$ cat src/rtl/inc16.sv
// 16-bit incrementer: a combinational ripple half-adder chain plus an optional
// registered copy of the result (out_q/cout_q) and a one-cycle capture strobe.
module inc16 #(
    parameter int unsigned WIDTH = 16
) (
    input  logic             clk,
    input  logic             reset,
    input  logic [WIDTH-1:0] in,
    input  logic             en,
    output logic [WIDTH-1:0] out,
    output logic             cout,
    output logic [WIDTH-1:0] out_q,
    output logic             cout_q,
    output logic             valid_q
);

    // Carry out of each stage; carry[WIDTH-1] is the final carry out.
    logic [WIDTH-1:0] carry;

    // Next-state values for the registered path.
    logic [WIDTH-1:0] out_d;
    logic             cout_d;
    logic             valid_d;

    // Stage 0: a half adder whose second operand is the constant 1.
    assign out[0]   = ~in[0];
    assign carry[0] = in[0];

    // Stages 1..WIDTH-1: one half adder per bit, chained through carry.
    for (genvar i = 1; i < WIDTH; i++) begin : g_ha
        assign out[i]   = in[i] ^ carry[i-1];
        assign carry[i] = in[i] & carry[i-1];
    end

    assign cout = carry[WIDTH-1];

    // Capture on en, otherwise hold result; valid pulses only after a capture.
    always_comb begin
        out_d   = out_q;
        cout_d  = cout_q;
        valid_d = 1'b0;
        if (en) begin
            out_d   = out;
            cout_d  = cout;
            valid_d = 1'b1;
        end
    end

    // Registered copy; reset clears it immediately and overrides any capture.
    always_ff @(posedge clk or posedge reset) begin
        if (reset) begin
            out_q   <= '0;
            cout_q  <= 1'b0;
            valid_q <= 1'b0;
        end else begin
            out_q   <= out_d;
            cout_q  <= cout_d;
            valid_q <= valid_d;
        end
    end

endmodule

$ cat config.mk
export PLATFORM = sky130hd
export DESIGN_NAME = inc16
export DESIGN_NICKNAME = d
export VERILOG_FILES = /design/src/rtl/inc16.sv
export SDC_FILE = /design/constraint.sdc
export NUM_CORES = 1
export LEC_CHECK = 0
export BUFFER_PORTS_ARGS = -buffer_cell sky130_fd_sc_hd__buf_4
export CAP_MARGIN = 0
export CORE_MARGIN = 1
export CORE_UTILIZATION = 41
export CTS_CLUSTER_DIAMETER = 30
export CTS_CLUSTER_SIZE = 28
export DETAILED_ROUTE_END_ITERATION = 10
export PLACE_DENSITY = 0.76
export REMOVE_ABC_BUFFERS = 1
export SKIP_LAST_GASP = 1
export SLEW_MARGIN = 15
export SYNTH_ARGS = -nofsm -noshare
export SYNTH_HDL_FRONTEND = slang
export SYNTH_SLANG_ARGS = --single-unit
$ cat constraint.sdc
create_clock -name clk -period 10 [get_ports clk]
set_input_delay 2 -clock clk [delete_from_list [all_inputs] [get_ports clk]]
set_output_delay 2 -clock clk [all_outputs]
set_load 0.05 [all_outputs]
======== Word-level counts from Yosys, hierarchy flattened ========
Cells that the tools add are included.
storage, ports and cells
  register bits ........................... 18
  word-level logic and storage cells ...... 35
  output and inout port bits .............. 35
cells by class
  mux-type cells .......................... 1
  bitwise gates (word level) .............. 31
operators with widths
  operator     number
  $and 1x1->1  15
  $xor 1x1->1  15
  $mux 1       1
  $not 1->1    1

======== Depth between registers and ports, before layout ========
  depth after elaboration ................. 15
  mapped depth ............................ 16

======== Worst setup path before layout ========
OpenSTA, ideal clock, no wires.
  path kind ............................... in2out
  start point ............................. input port in[0]
  end point ............................... output port out[15]
  data required time ...................... 8000 ps
  data arrival time ....................... 4958 ps
  slack ................................... 3042 ps
  cell stages on the path ................. 15
  cells stage by stage .................... ha_1 -> ha_1 -> ha_1 -> ha_1 -> ha_1 -> ha_1 -> ha_1 -> ha_1 -> ha_1 -> ha_1 -> ha_1 -> ha_1 -> ha_1 -> ha_1 -> ha_1
between the ends
  word-level cells in the longest chain between the ends .. 15
ends and longest elaborated chain
  element                     line  source
  from (decl)                 8     input logic [WIDTH-1:0] in,
  $and 1x1->1 (14 in series)  32    assign carry[i] = in[i] & carry[i-1];
  $xor 1x1->1                 31    assign out[i] = in[i] ^ carry[i-1];
  to (decl)                   10    output logic [WIDTH-1:0] out,
No other way between the ends.

======== Worst setup path in the final report ========
Ends and elaborated chain as after synthesis.

==> results by group <==
Critical path
  – Setup crit start: in[0]
  – Worst setup EP type: output port
  – Worst R2R End: out_q[14]
  – Worst path required time: 8.00 ns
  – Reg2Reg Launch Point: out_q[14]
  – R2R Setup Slk: 9.23 ns
  – CP Launch Type: primary input
  – WP data arrival: 5.15 ns
  – Reg2reg path depth: 1
  – Worst Setup EP: out[15]
  – Kind of critical path: primary input to output port
  – Crit Path Max Fanout: 2

Pwr
  – Power density over cell area: 159 nW/µm²
  – Maximum VDD drop: 0.0864 mV
  – Pleak: 0.000745 µW

Synthesis
  – Synth Area in Compound Gates: 0%
  – Cell taking the most area after synthesis: dfrtp_1
  – Fraction of the mapped netlist area in adder cells: 20.7%
  – Post-synthesis simple-gate area fraction: 0%
  – Xor/xnor cell area share of the yosys netlist: 0%
  – Avg Inst Size Synth: 16.8 µm²
  – Seq/Total Area, Yosys: 49.7%
  – Post-synthesis mux area share: 25.3%
  – Count of cell types in the netlist: 7
  – Cell count after synthesis: 54
  – Top-area cell type share of the netlist area: 49.7%
  – Largest family of logic cells by synthesized area: multiplexers
  – Syn Std Cell Area: 906 µm²
  – YS warnings: 0
  – #FFs+latches synth: 18
  – Top area cells in the synthesized netlist: dfrtp_1, ha_1, mux2_4, mux2_2, buf_12

Place
  – Worst slack, placed: 2.85 ns
  – Placer Congestion: 0.749
  – Hpwl dp: 1370 µm
  – Number of port buffers: 53

Global routing
  – First-pass GRT wire length: 3100 µm
  – Initial antenna violation count: 0
  – Congestion Overflow GR: 0
  – Largest net degree at the start of global routing: 19
  – Gr usage total: 17.1%
  – Vias in the first global route: 647

Floorplanning
  – Die width: 49.0 µm
  – Placement Rows: 16
  – Die Height: 49.0 µm
  – Starting Density: 44.8%
  – Die Area: 2400 µm²
  – Ports: 54
  – Core area: 2020 µm²

STA
  – Maximum clock frequency: 140 MHz
  – Pins Over Slew Limit: 0
  – Worst Max-Slew Pin Slew: 0.678 ns
  – Rel. slew slack: 54.7%
  – RSZ-0062 raised after global routing: no
  – WHS: 0.517 ns
  – Worst Skew: 0 ns
  – Part of the cycle the worst path needs: 71.5%
  – Final number of setup-violating endpoints: 0
  – Setup_tns: 0 ns
  – Crit path setup slack, layout: 2.85 ns
  – Final min period: 7.15 ns
  – Fin. Hold Viols: 0

Run status
  – Outcome: finished, final reports clean

Clock tree
  – Register clock-pin slew on the reported worst setup and hold paths: 0.10 ns
  – H-tree lvl count: 1
  – Cts hold-fix bufs: 0
  – CTS root buffer: clkbuf_4
  – CTS-repair resized insts: 0
  – Clock Sinks: 18
  – CTS Buf Count: 3
  – CTS Buffer Depth: 2
  – CTS tree: done
  – Setup Fix Bufs, Post-CTS: 0
  – Clock latency on the worst-skew pair: 0.28 ns

Route
  – Vias per cell: 4.72
  – WL final: 1760 µm
  – Vias: 642
  – DRC: 0
  – DRT antenna net count: 0
  – Initial DRC count: 1
  – Wire per inst: 12.9 µm
  – Pre-antenna DRT Iters: 3

Job
  – Max cap viols: 0

Worst hold path
  – Hold Path Class: flop to flop

Finish
  – Nets@finish: 144
  – Share of cells above drive strength 1: 67.9%
  – Fillers: 158
  – # diodes: 0
  – Commonest non-fill, non-tap cell in the layout: buf_4
  – Area Overhead vs Synth: 48.2%
  – Most frequent cells in the layout: buf_4, dfrtp_1, ha_1
synthesized netlist by cell type:
cell,count
buf_12,1
buf_6,1
dfrtp_1,18
ha_1,15
inv_1,2
mux2_2,7
mux2_4,10
worst min-delay path by stage:
stage	from	to	slack, ns	depth (start not counted)
2_1_floorplan	out_q[10]	out_q[10]	0.86	1
3_3_place_gp	out_q[10]	out_q[10]	0.49	1
3_5_place_dp	out_q[8]	out_q[8]	0.49	1
4_1_cts	out_q[4]	out_q[4]	0.52	1
5_1_grt	out_q[4]	out_q[4]	0.53	1
6_report	out_q[4]	out_q[4]	0.52	1
routing by layer:
metal  global-route usage [%]  up-vias  share of wire [%]
met1                     21.1      312                 44
met2                     29.2       23                 50
met3                     2.80        2                5.1
li1                         -      305                  -
met5                        0        -                  0
met4                     7.35        0               0.74
logic make-up after synthesis:
family | after synthesis
DFF | 18
adders and majority gates | 15
muxes | 17
buffers and inverters | 4
sequential cells by signal, indices dropped and copies added (netlist names):
| register | cells |
|---|---|
| cout_q | 1 |
| out_q | 16 |
| valid_q | 1 |
power breakdown:
group	internal, µW	switching, µW	total (µW)
registers	80.2	3.94	84.2
logic	29.9	55.3	85.2
clock network	22.2	22.0	44.1
total	132	81.2	213
metrics by stage:
| step | power, µW | util, % | cells | cell area (µm²) |
|---|---|---|---|---|
| final | 213 | 66.4 | 136 | 1340 |
| after global routing | 224 | 66.4 | 136 | 1340 |
| after CTS | 216 | 66.4 | 136 | 1340 |
| after detailed placement | 171 | 64.6 | 132 | 1310 |
| after global placement | 171 | 64.6 | 132 | 1310 |
| after floorplan | 144 | - | 52 | 875 |
layout make-up:
type	count	area, µm²	area share [%]
Clock buffer	4	36.3	2.70
Multi-Input combinational cell	32	417	31.0
Timing Repair Buffer	53	398	29.6
Sequential cell	18	450	33.6
Inverter	2	7.51	0.559
Tap cell	27	33.8	2.52
critical path, cell delays in order:
cell and delay, ns:
buf_4 0.11, ha_1 0.20, ha_1 0.19, ha_1 0.19, ha_1 0.18, ha_1 0.18
ha_1 0.18, ha_1 0.18, ha_1 0.18, ha_1 0.18, ha_1 0.18, ha_1 0.18
ha_1 0.18, ha_1 0.18, ha_1 0.19, ha_1 0.29, buf_4 0.19
Note: power is estimated with default switching activity, not from simulation.
